$ cat src/rtl/dec_pipe_stage_pkg.sv
// Shared encodings for the registered MIPS-subset decode stage: opcodes, functs,
// control-field encodings, the decoded control bundle and the hazard FSM states.
package dec_pkg;

    localparam logic [5:0] OP_RTYPE = 6'h00;
    localparam logic [5:0] OP_J     = 6'h02;
    localparam logic [5:0] OP_JAL   = 6'h03;
    localparam logic [5:0] OP_BEQ   = 6'h04;
    localparam logic [5:0] OP_BNE   = 6'h05;
    localparam logic [5:0] OP_BLEZ  = 6'h06;
    localparam logic [5:0] OP_BGTZ  = 6'h07;
    localparam logic [5:0] OP_ADDI  = 6'h08;
    localparam logic [5:0] OP_ADDIU = 6'h09;
    localparam logic [5:0] OP_SLTI  = 6'h0A;
    localparam logic [5:0] OP_SLTIU = 6'h0B;
    localparam logic [5:0] OP_ANDI  = 6'h0C;
    localparam logic [5:0] OP_ORI   = 6'h0D;
    localparam logic [5:0] OP_XORI  = 6'h0E;
    localparam logic [5:0] OP_LUI   = 6'h0F;
    localparam logic [5:0] OP_LW    = 6'h23;
    localparam logic [5:0] OP_SW    = 6'h2B;

    localparam logic [5:0] FN_SLL  = 6'h00;
    localparam logic [5:0] FN_SRL  = 6'h02;
    localparam logic [5:0] FN_SRA  = 6'h03;
    localparam logic [5:0] FN_SLLV = 6'h04;
    localparam logic [5:0] FN_SRLV = 6'h06;
    localparam logic [5:0] FN_SRAV = 6'h07;
    localparam logic [5:0] FN_JR   = 6'h08;
    localparam logic [5:0] FN_JALR = 6'h09;
    localparam logic [5:0] FN_ADD  = 6'h20;
    localparam logic [5:0] FN_ADDU = 6'h21;
    localparam logic [5:0] FN_SUB  = 6'h22;
    localparam logic [5:0] FN_SUBU = 6'h23;
    localparam logic [5:0] FN_AND  = 6'h24;
    localparam logic [5:0] FN_OR   = 6'h25;
    localparam logic [5:0] FN_XOR  = 6'h26;
    localparam logic [5:0] FN_NOR  = 6'h27;
    localparam logic [5:0] FN_SLT  = 6'h2A;
    localparam logic [5:0] FN_SLTU = 6'h2B;

    localparam logic [3:0] AF_ADD  = 4'd0;
    localparam logic [3:0] AF_SUB  = 4'd1;
    localparam logic [3:0] AF_AND  = 4'd2;
    localparam logic [3:0] AF_OR   = 4'd3;
    localparam logic [3:0] AF_XOR  = 4'd4;
    localparam logic [3:0] AF_NOR  = 4'd5;
    localparam logic [3:0] AF_SLT  = 4'd6;
    localparam logic [3:0] AF_SLTU = 4'd7;
    localparam logic [3:0] AF_LUI  = 4'd8;

    localparam logic [3:0] BF_NONE = 4'd0;
    localparam logic [3:0] BF_EQ   = 4'd1;
    localparam logic [3:0] BF_NE   = 4'd2;
    localparam logic [3:0] BF_LEZ  = 4'd3;
    localparam logic [3:0] BF_GTZ  = 4'd4;

    localparam logic [2:0] SH_NONE = 3'd0;
    localparam logic [2:0] SH_SLL  = 3'd1;
    localparam logic [2:0] SH_SRL  = 3'd2;
    localparam logic [2:0] SH_SRA  = 3'd3;
    localparam logic [2:0] SH_SLLV = 3'd5;
    localparam logic [2:0] SH_SRLV = 3'd6;
    localparam logic [2:0] SH_SRAV = 3'd7;

    localparam logic [1:0] GP_MUX_ALU = 2'b00;
    localparam logic [1:0] GP_MUX_DM  = 2'b01;
    localparam logic [1:0] GP_MUX_PC4 = 2'b10;

    localparam logic [1:0] PC_MUX_PC4  = 2'b00;
    localparam logic [1:0] PC_MUX_BR   = 2'b01;
    localparam logic [1:0] PC_MUX_JUMP = 2'b10;
    localparam logic [1:0] PC_MUX_REG  = 2'b11;

    typedef enum logic [1:0] {
        HZ_IDLE   = 2'd0,
        HZ_LD_OUT = 2'd1,
        HZ_LD_GAP = 2'd2
    } hz_state_t;

    typedef struct packed {
        logic [3:0] af;
        logic       immSext;
        logic       aluBImm;
        logic       gpWe;
        logic [1:0] gpMux;
        logic [3:0] bf;
        logic       dmWe;
        logic [2:0] shift;
        logic [1:0] pcMux;
    } ctrl_t;

    localparam ctrl_t CTRL_NOP = '0;

    // Only the constant shifts legitimately carry a non-zero shamt field.
    function automatic logic shamtAllowed(input logic [5:0] fn);
        return (fn == FN_SLL) || (fn == FN_SRL) || (fn == FN_SRA);
    endfunction

endpackage

$ cat src/rtl/dec_pipe_stage_core.sv
// Purely combinational MIPS-subset decoder: instruction word in, control bundle,
// write address, illegal flag and hazard hints (reads_rt, is_load) out.
module dec_core
    import dec_pkg::*;
#(
    parameter int RAW      = 5,
    parameter int LINK_REG = 31
) (
    input  logic [31:0]    i_instruction,
    output ctrl_t          o_ctrl,
    output logic [RAW-1:0] o_cad,
    output logic           o_illegal,
    output logic           o_readsRt,
    output logic           o_isLoad
);

    logic [5:0] w_op;
    logic [5:0] w_fn;
    logic [4:0] w_rt;
    logic [4:0] w_rd;
    logic [4:0] w_shamt;
    logic       w_illegal;

    assign w_op    = i_instruction[31:26];
    assign w_rt    = i_instruction[20:16];
    assign w_rd    = i_instruction[15:11];
    assign w_shamt = i_instruction[10:6];
    assign w_fn    = i_instruction[5:0];

    assign o_isLoad  = (w_op == OP_LW);
    assign o_readsRt = (w_op == OP_RTYPE) || (w_op == OP_SW) ||
                       (w_op == OP_BEQ)   || (w_op == OP_BNE);
    assign o_illegal = w_illegal;

    always_comb begin
        o_ctrl    = CTRL_NOP;
        o_cad     = '0;
        w_illegal = 1'b0;
        case (w_op)
            OP_RTYPE: begin
                o_cad        = RAW'(w_rd);
                o_ctrl.gpWe  = 1'b1;
                case (w_fn)
                    FN_ADD, FN_ADDU: o_ctrl.af    = AF_ADD;
                    FN_SUB, FN_SUBU: o_ctrl.af    = AF_SUB;
                    FN_AND:          o_ctrl.af    = AF_AND;
                    FN_OR:           o_ctrl.af    = AF_OR;
                    FN_XOR:          o_ctrl.af    = AF_XOR;
                    FN_NOR:          o_ctrl.af    = AF_NOR;
                    FN_SLT:          o_ctrl.af    = AF_SLT;
                    FN_SLTU:         o_ctrl.af    = AF_SLTU;
                    FN_SLL:          o_ctrl.shift = SH_SLL;
                    FN_SRL:          o_ctrl.shift = SH_SRL;
                    FN_SRA:          o_ctrl.shift = SH_SRA;
                    FN_SLLV:         o_ctrl.shift = SH_SLLV;
                    FN_SRLV:         o_ctrl.shift = SH_SRLV;
                    FN_SRAV:         o_ctrl.shift = SH_SRAV;
                    FN_JR: begin
                        o_ctrl.gpWe  = 1'b0;
                        o_cad        = '0;
                        o_ctrl.pcMux = PC_MUX_REG;
                    end
                    FN_JALR: begin
                        o_cad        = RAW'(LINK_REG);
                        o_ctrl.gpMux = GP_MUX_PC4;
                        o_ctrl.pcMux = PC_MUX_REG;
                    end
                    default: w_illegal = 1'b1;
                endcase
                if ((w_shamt != 5'd0) && !shamtAllowed(w_fn)) begin
                    w_illegal = 1'b1;
                end
            end
            OP_J: o_ctrl.pcMux = PC_MUX_JUMP;
            OP_JAL: begin
                o_cad        = RAW'(LINK_REG);
                o_ctrl.gpWe  = 1'b1;
                o_ctrl.gpMux = GP_MUX_PC4;
                o_ctrl.pcMux = PC_MUX_JUMP;
            end
            OP_BEQ, OP_BNE, OP_BLEZ, OP_BGTZ: begin
                o_ctrl.af      = AF_SUB;
                o_ctrl.immSext = 1'b1;
                o_ctrl.pcMux   = PC_MUX_BR;
                case (w_op)
                    OP_BEQ:  o_ctrl.bf = BF_EQ;
                    OP_BNE:  o_ctrl.bf = BF_NE;
                    OP_BLEZ: o_ctrl.bf = BF_LEZ;
                    default: o_ctrl.bf = BF_GTZ;
                endcase
            end
            OP_ADDI, OP_ADDIU, OP_SLTI, OP_SLTIU,
            OP_ANDI, OP_ORI, OP_XORI, OP_LUI: begin
                o_cad          = RAW'(w_rt);
                o_ctrl.gpWe    = 1'b1;
                o_ctrl.aluBImm = 1'b1;
                // Logical immediates and LUI zero-extend; arithmetic ones sign-extend.
                case (w_op)
                    OP_ADDI, OP_ADDIU: begin o_ctrl.af = AF_ADD;  o_ctrl.immSext = 1'b1; end
                    OP_SLTI:           begin o_ctrl.af = AF_SLT;  o_ctrl.immSext = 1'b1; end
                    OP_SLTIU:          begin o_ctrl.af = AF_SLTU; o_ctrl.immSext = 1'b1; end
                    OP_ANDI:           o_ctrl.af = AF_AND;
                    OP_ORI:            o_ctrl.af = AF_OR;
                    OP_XORI:           o_ctrl.af = AF_XOR;
                    default:           o_ctrl.af = AF_LUI;
                endcase
            end
            OP_LW: begin
                o_cad          = RAW'(w_rt);
                o_ctrl.af      = AF_ADD;
                o_ctrl.immSext = 1'b1;
                o_ctrl.aluBImm = 1'b1;
                o_ctrl.gpWe    = 1'b1;
                o_ctrl.gpMux   = GP_MUX_DM;
            end
            OP_SW: begin
                o_ctrl.af      = AF_ADD;
                o_ctrl.immSext = 1'b1;
                o_ctrl.aluBImm = 1'b1;
                o_ctrl.dmWe    = 1'b1;
            end
            default: w_illegal = 1'b1;
        endcase
        if (w_illegal) begin
            o_ctrl = CTRL_NOP;
            o_cad  = '0;
        end
    end

endmodule

$ cat src/rtl/dec_pipe_stage.sv
// Registered, valid/ready handshaked decode stage with load-use interlock,
// r0-write suppression and saturating delivered/illegal bundle counters.
module dec_pipe_stage
    import dec_pkg::*;
#(
    parameter int RAW       = 5,
    parameter int LINK_REG  = 31,
    parameter int CNTW      = 16,
    parameter int HAZARD_EN = 1,
    parameter int R0_SUPPR  = 1
) (
    input  logic            clk,
    input  logic            rst_n,
    input  logic            in_valid,
    output logic            in_ready,
    input  logic [31:0]     instruction,
    output logic            out_valid,
    input  logic            out_ready,
    output logic [3:0]      af,
    output logic            i,
    output logic            ALU_MUX_SEL,
    output logic [RAW-1:0]  cad,
    output logic            GP_WE,
    output logic [1:0]      GP_MUX_SEL,
    output logic [3:0]      bf,
    output logic            DM_WE,
    output logic [2:0]      Shift_type,
    output logic [1:0]      PC_MUX_SEL,
    output logic            out_illegal,
    output logic [CNTW-1:0] dec_cnt,
    output logic [CNTW-1:0] err_cnt
);

    ctrl_t          w_ctrl;
    ctrl_t          w_ctrlSup;
    logic [RAW-1:0] w_cad;
    logic           w_illegal;
    logic           w_readsRt;
    logic           w_isLoad;
    logic [RAW-1:0] w_rs;
    logic [RAW-1:0] w_rt;
    logic           w_stall;
    logic           w_fireIn;
    logic           w_fireOut;
    hz_state_t      w_hzNext;

    ctrl_t          r_ctrl;
    logic [RAW-1:0] r_cad;
    logic           r_illegal;
    logic           r_outValid;
    logic [CNTW-1:0] r_decCnt;
    logic [CNTW-1:0] r_errCnt;
    hz_state_t      r_hzState;
    logic [RAW-1:0] r_ldRd;

    dec_core #(
        .RAW      (RAW),
        .LINK_REG (LINK_REG)
    ) u_core (
        .i_instruction (instruction),
        .o_ctrl        (w_ctrl),
        .o_cad         (w_cad),
        .o_illegal     (w_illegal),
        .o_readsRt     (w_readsRt),
        .o_isLoad      (w_isLoad)
    );

    assign w_rs = RAW'(instruction[25:21]);
    assign w_rt = RAW'(instruction[20:16]);

    // A dependent consumer may not enter while the producing LW still sits in the output register.
    assign w_stall = (HAZARD_EN != 0) && (r_hzState == HZ_LD_OUT) && in_valid &&
                     (r_ldRd != '0) &&
                     ((w_rs == r_ldRd) || (w_readsRt && (w_rt == r_ldRd)));

    assign in_ready  = (~r_outValid | out_ready) & ~w_stall;
    assign w_fireIn  = in_valid && in_ready;
    assign w_fireOut = r_outValid && out_ready;

    always_comb begin
        w_ctrlSup = w_ctrl;
        if ((R0_SUPPR != 0) && (w_cad == '0)) begin
            w_ctrlSup.gpWe = 1'b0;
        end
    end

    always_ff @(posedge clk or negedge rst_n) begin
        if (!rst_n) begin
            r_outValid <= 1'b0;
            r_ctrl     <= CTRL_NOP;
            r_cad      <= '0;
            r_illegal  <= 1'b0;
        end else if (w_fireIn) begin
            r_outValid <= 1'b1;
            r_ctrl     <= w_ctrlSup;
            r_cad      <= w_cad;
            r_illegal  <= w_illegal;
        end else if (w_fireOut) begin
            r_outValid <= 1'b0;
        end
    end

    always_ff @(posedge clk or negedge rst_n) begin
        if (!rst_n) begin
            r_decCnt <= '0;
            r_errCnt <= '0;
        end else if (w_fireOut) begin
            if (r_decCnt != '1) begin
                r_decCnt <= r_decCnt + CNTW'(1);
            end
            if (r_illegal && (r_errCnt != '1)) begin
                r_errCnt <= r_errCnt + CNTW'(1);
            end
        end
    end

    always_ff @(posedge clk or negedge rst_n) begin
        if (!rst_n) begin
            r_hzState <= HZ_IDLE;
            r_ldRd    <= '0;
        end else begin
            r_hzState <= w_hzNext;
            if (w_fireIn && w_isLoad) begin
                r_ldRd <= w_rt;
            end
        end
    end

    // LD_GAP is the one-cycle tail after the LW leaves, before returning to IDLE.
    always_comb begin
        w_hzNext = r_hzState;
        if (w_fireIn && w_isLoad) begin
            w_hzNext = HZ_LD_OUT;
        end else begin
            case (r_hzState)
                HZ_LD_OUT: if (w_fireOut) w_hzNext = HZ_LD_GAP;
                HZ_LD_GAP: w_hzNext = HZ_IDLE;
                default:   w_hzNext = HZ_IDLE;
            endcase
        end
    end

    assign out_valid   = r_outValid;
    assign af          = r_ctrl.af;
    assign i           = r_ctrl.immSext;
    assign ALU_MUX_SEL = r_ctrl.aluBImm;
    assign cad         = r_cad;
    assign GP_WE       = r_ctrl.gpWe;
    assign GP_MUX_SEL  = r_ctrl.gpMux;
    assign bf          = r_ctrl.bf;
    assign DM_WE       = r_ctrl.dmWe;
    assign Shift_type  = r_ctrl.shift;
    assign PC_MUX_SEL  = r_ctrl.pcMux;
    assign out_illegal = r_illegal;
    assign dec_cnt     = r_decCnt;
    assign err_cnt     = r_errCnt;

endmodule

$ cat config.mk
export PLATFORM = sky130hd
export DESIGN_NAME = dec_pipe_stage
export DESIGN_NICKNAME = d
export VERILOG_FILES = /design/src/rtl/dec_pipe_stage_pkg.sv /design/src/rtl/dec_pipe_stage_core.sv /design/src/rtl/dec_pipe_stage.sv
export SDC_FILE = /design/constraint.sdc
export NUM_CORES = 1
export LEC_CHECK = 0
export CAP_MARGIN = 5
export CELL_PAD_IN_SITES_DETAIL_PLACEMENT = 0
export CELL_PAD_IN_SITES_GLOBAL_PLACEMENT = 1
export CORE_UTILIZATION = 33
export DETAILED_ROUTE_END_ITERATION = 16
export PLACE_DENSITY = 0.88
export SLEW_MARGIN = 10
export SYNTH_ARGS = -nofsm -noshare
export SYNTH_HDL_FRONTEND = slang
export SYNTH_SLANG_ARGS = --single-unit
$ cat constraint.sdc
create_clock -name clk -period 1.9 [get_ports clk]
set_input_delay 0.285 -clock clk [delete_from_list [all_inputs] [get_ports clk]]
set_output_delay 0.285 -clock clk [all_outputs]
set_load 0.01 [all_outputs]
==> results.txt <==
WP data arrival -> 2.42 ns
Max clock buf depth -> 2
Post-synth EDFFs -> 0
CP endpoint kind -> flop
Yosys top cell by area -> dfrtp_1
DR vias/cell -> 5.00
synthesized area -> 3490 sq um
Die Y -> 105 microns
Syn Area/Cell -> 9.96 sq um
Max Clock Freq -> 460 MHz
kind of cell adding the most delay to the critical path -> simple AND/OR/NAND/NOR gates
Synthesis Warnings -> 0
GR Overflow Total -> 0
register area share after synthesis -> 45.9%
R2R depth -> 8
final period utilization -> 114%
setup tns final -> -6.53 ns
maxcap violations -> 0
Async S/R FF share, synth -> 100%
register-to-register setup slack -> -0.28 ns
synthesis-to-finish area growth -> 61.1%
fin util -> 54.7%
Final ANT Viol Nets -> 0
critical path depth in cells -> 8
Clock Tree Root -> clkbuf_8
Final Slew Violations -> 0
most frequent cell after synthesis -> dfrtp_1
ant diodes -> 0
failing checks -> negative setup slack
worst path required time -> 2.14 ns
top post-synthesis cells by count -> dfrtp_1 (64), nand2_1 (48), xnor2_1 (29)
routed len/inst -> 14.8 microns
final setup margin -> -0.275 ns
routed vias -> 3348
post-synthesis register bit count -> 64
Total GRT Usage -> 18.6%
share of cells above drive strength 1 -> 30.4%
vias in the first global route -> 3448
Worst Skew -> 0.00485 ns
Max stage delay on crit path -> 0.45 ns
synthesized netlist cell count -> 350
Reg clk slew, reported paths -> 0.07 ns
Syn Nets -> 388
Final Non-Filler Cells -> 669
dominant cells by area after synthesis -> dfrtp_1 (46%), xnor2_1 (7.3%), nand2_1 (5.2%)
LEAKAGE -> 2.45 nW
worst r2r src -> r_ldRd[1]
WL final -> 9.90 mm
H-Tree Depth -> 3
# setup viols final -> 33
DRC -> 0
clock latency on the worst-skew pair -> 0.36 ns
largest net degree at the start of global routing -> 65
pwr/cell area -> 715 nW/um^2
placed insts -> 642
IO buf count -> 93
Worst R2R End -> r_ldRd[1]
detailed router's first-iteration violation count -> 130
Hold Path Class -> input port to async pin
initial antenna violation count -> 0
HPWL after detailed placement -> 7.24 mm
fin nets -> 566
fill count -> 932
CTS Buf Count -> 9
post-synth cell types -> 57
Worst setup startpoint -> r_ldRd[1]
CTS Sinks -> 64
Rows -> 37
initial core utilization -> 33.9%
Total Power -> 0.00402 W
CP Cell Sequence -> buf_4 > buf_4 > xnor2_1 > nand4_1 > buf_4 > o2111ai_4 > nor3_4 > mux2_4
Most common cell on crit path -> buf_4
TritonRoute pass-1 iters -> 4
status -> complete, but fails checks
RSZ-0062 raised after global routing -> true
Core ar. -> 10300 sq um
crit path max fanout -> 6
die area -> 11000 sq um
Die Span X -> 105 microns
num ports -> 95
first-pass GRT wire length -> 16.3 mm
routability cong. -> 0.862
final hold violation count -> 0
Final Critical Period -> 2.18 ns
maximum VDD drop -> 0.366 mV
Yosys top cell area share -> 45.9%
CP Launch Type -> flop
CTS tree -> yes
Buf/Inv on CP -> 3
WS Path Type -> flop to flop
slowest CP cell -> nor3_4
Main synth FF type -> dfrtp_1
[worst max path at each step]
stage	slack, ns	endpoint
5_1_grt	-0.36	r_ldRd[1]
6_report	-0.28	r_ldRd[1]
4_1_cts	-0.25	r_ldRd[1]
2_1_floorplan	0.002	r_ldRd[0]
3_5_place_dp	-0.61	i
3_3_place_gp	-0.60	in_ready
[cells in the final DEF (no fill, tap or decap), types with 7 or more instances in the layout]
cell | netlist | layout
clkdlybuf4s50_1 | 0 | 85
buf_4 | 1 | 75
dfrtp_1 | 64 | 63
nand2_1 | 48 | 39
xnor2_1 | 29 | 28
nor2_1 | 22 | 21
nand4_1 | 12 | 12
xor2_1 | 13 | 12
nand3_1 | 12 | 12
clkbuf_8 | 0 | 12
buf_6 | 1 | 10
a21oi_1 | 8 | 8
nand2_2 | 2 | 8
a21o_1 | 8 | 8
mux2_4 | 5 | 8
inv_1 | 7 | 7
o21ai_0 | 9 | 7
[state kept, by name, summed over array words and instances (netlist names)]
signal,cells
err_cnt,16
GP_WE,1
GP_MUX_SEL,2
cad,5
r_hzState,2
bf,3
r_ldRd,5
ALU_MUX_SEL,1
out_illegal,1
dec_cnt,16
af,4
DM_WE,1
i,1
Shift_type,3
out_valid,1
PC_MUX_SEL,2
[metal layers]
metal / wire [microns] / GRT usage [%] / vias up
met3: 427 / 4.12 / 15
met1: 4410 / 23.4 / 1637
met4: 174 / 7.65 / 0
met2: 4890 / 31.0 / 75
met5: 0 / 0 / -
li1: - / - / 1621
[per-stage QoR]
step,worst slack (ns),hold WS [ns],cell area [sq um]
floorplan,0.00211,-0.0106,3520
global placement,-0.599,0.321,5120
detailed placement,-0.610,0.329,5120
CTS,-0.246,0.468,5520
global route,-0.358,0.486,5620
finish,-0.275,0.478,5620
[what timing repair did]
| action | in CTS | in global routing |
|---|---|---|
| pin swaps | 19 | 9 |
| endpoints found under the hold margin | 64 | 0 |
| hold buffers | 1 | 0 |
| resized for setup | 53 | 16 |
| setup endpoints to repair | 32 | 36 |
| setup buffers | 7 | 5 |
[cells by family (layout without fill, tap and decap cells)]
logic type | after synthesis | after routing | share of synthesized area [%]
and+or+nand+nor | 142 | 142 | 21.1
AOI/OAI and AO/OA | 69 | 69 | 15.2
DFF | 64 | 64 | 45.9
xor gates and xnor gates | 42 | 42 | 10.5
buffers and inverters | 21 | 204 | 2.94
muxes | 9 | 9 | 3.44
adders and majority gates | 2 | 2 | 0.718
other | 1 | 1 | 0.108
[worst min-delay path, delay by kind of cell]
kind	cells	cell delay, ns
buf+inv	3	0.95
[power by group]
part           switching [W]  internal [W]
registers           0.000155       0.00150
logic               0.000519      0.000691
clock network       0.000570      0.000578
[final cells by class]
cell class | instances | area [sq um] | area share (%)
Tap cell | 136 | 170 | 3.03
Multi-Input combinational cell | 265 | 1990 | 35.4
Clock inverter | 4 | 27.5 | 0.490
Sequential cell | 64 | 1600 | 28.5
Inverter | 7 | 26.3 | 0.468
Clock buffer | 12 | 165 | 2.94
Timing Repair Buffer | 181 | 1640 | 29.2
(Power assumes the default switching activity.)
==> RTL edit, RTL diff (same settings) <==
Change the parameter `CNTW` from 16 to 17.
--- a/src/rtl/dec_pipe_stage.sv
+++ b/src/rtl/dec_pipe_stage.sv
@@ -5,7 +5,7 @@
 #(
     parameter int RAW       = 5,
     parameter int LINK_REG  = 31,
-    parameter int CNTW      = 16,
+    parameter int CNTW      = 17,
     parameter int HAZARD_EN = 1,
     parameter int R0_SUPPR  = 1
 ) (
Ports: changed (resized dec_cnt and err_cnt); port bits go from 95 to 97. No check against the original RTL was run, so the function may have changed too.
==> RTL edit against the unedited design <==
- the run still ends with setup timing left
- via count is 6.2% higher
- setup slack got worse by 0.15 ns
- clock power is 29% higher
- first-iteration DRC count grew 52%
- design area increased by 14%
- synthesized area rose by 3.7%
- total power grew 16%
- count of clock-buffer cells in the layout fell by 2
- routed wire length increased by 18%
- sequential cell count is 2 higher
- synthesized cell count decreased by 1.7%
- largest cell class unchanged
==> RTL edit: results (changes against the unedited design) <==
### Status
• outcome: complete, but fails checks
• failing checks: setup timing

### Global routing
• GRT Overall Usage: 20.2%, +1.5 points
• pin count of the biggest net entering global routing: 23, -65%
• met2 usage: 31.9%, +0.86 points
• number of global-route vias before repair: 3,635, +5.4%
• M1 GR Usage: 26.5%, +3.2 points
• global-route wire length before repair: 18,000 um, +10%
• fraction of met3 tracks used by global routing: 5.71%, +1.6 points

### Yosys
• multiplexer area fraction after synthesis: 5.47%, +2.0 points
• xor and xnor fraction of the mapped netlist area: 10.7%, +0.11 points
• Post-Syn Nets: 384, -1.0%
• compound-cell area share of the yosys netlist: 14.7%, -0.51 points
• library cells used by synthesis: 63, +11%
• top cells by area, synth: dfrtp_1 (46%), xnor2_1 (8.5%), mux2_2 (3.1%)
• most numerous cell types in the synthesized netlist: dfrtp_1 (66), xnor2_1 (35), nand2_1 (28)

### Finish
• Final nets: 602, +6.4%
• share of post-route cells with drive strength above 1: 41.8%, +11 points
• filler cell count in the final layout: 807, -13%

### Pwr
• worst-case vdd ir drop: 0.834 mV, +130%
• Net Sw Power: 1.34 mW, +7.4%
• static leakage: 2.86 nW, +17%

### Setup path
• CP max-delay cell: or4_4
• peak per-stage delay on the critical path: 0.55 ns, +0.10 ns
• Critical Path End: Shift_type[2]
• Worst EP arrival: 2.55 ns, +0.13 ns
• Crit Reg-Reg Endpoint: Shift_type[2]

### Timing
• worst setup slack after layout: -0.425 ns, -0.150 ns
• endpoints failing setup: 67, +100%
• setup total negative slack: -18.37 ns, -11.84 ns
• tightest hold margin: 0.452 ns, -0.0259 ns

### Detailed routing
• met3 wirelength from detailed routing: 809 um, +89%
• routed vias/inst: 5.06, +1.1%
• WL per Instance: 16.6 um, +12%
• length of routed met2 wiring: 5520 um, +13%
• number of detailed-routing iterations run before antenna repair: 4, unchanged

### Placement
• Placement Setup Slack: -0.699 ns, -0.0889 ns
• total half-perimeter wirelength after legalization and detailed placement: 8190 um, +13%
• Placement Cell Area: 5590 um2, +9.2%
• Final GP Congestion: 0.903, +4.8%

### CTS
• clock insertion delay at the later pin of the skew report: 0.34 ns, -0.02 ns

## RTL edit: changes by cell type in the layout (fill, tap and decap cells not counted), moves of 6 or more
| cell | unedited run | this run |
|---|---|---|
| nand2_1 | 39 | 17 |
| nor2_1 | 21 | 12 |
| buf_4 | 75 | 105 |
| nand3_1 | 12 | 3 |
| xnor2_2 | 1 | 7 |
| a21o_1 | 8 | 0 |
| buf_6 | 10 | 19 |
## RTL edit: repair_timing
item,4_1_cts,5_1_grt
gates cloned,0,1
resized for setup,67,35
pin swaps,43,35
endpoints found under the setup margin,65,67
hold buffers,1,0
buffers inserted,17,10
endpoints found under the hold margin,19,0
## RTL edit: layout make-up
type | count | area, um2 | area share [%]
Multi-Input combinational cell | 251 | 2250 | 35.2
Timing Repair Buffer | 224 | 2030 | 31.8
Sequential cell | 66 | 1660 | 25.9
Tap cell | 136 | 170 | 2.66
Clock buffer | 10 | 138 | 2.15
Clock inverter | 6 | 113 | 1.76
Inverter | 10 | 37.5 | 0.587
## RTL edit: power by group through the flow
| stage | sequential (mW) | combinational, mW | clock [mW] |
|---|---|---|---|
| after floorplan | 1.79 | 0.415 | 0 |
| after global placement | 1.65 | 1.33 | 0 |
| after detailed placement | 1.66 | 1.36 | 0 |
| after CTS | 1.63 | 1.43 | 1.51 |
| after global routing | 1.65 | 1.65 | 1.58 |
| final | 1.64 | 1.54 | 1.48 |
## RTL edit: per-stage QoR
step | total power, mW | cells
4_1_cts | 4.57 | 697
3_5_place_dp | 3.01 | 665
5_1_grt | 4.88 | 703
2_1_floorplan | 2.21 | 344
3_3_place_gp | 2.97 | 665
6_report | 4.65 | 703
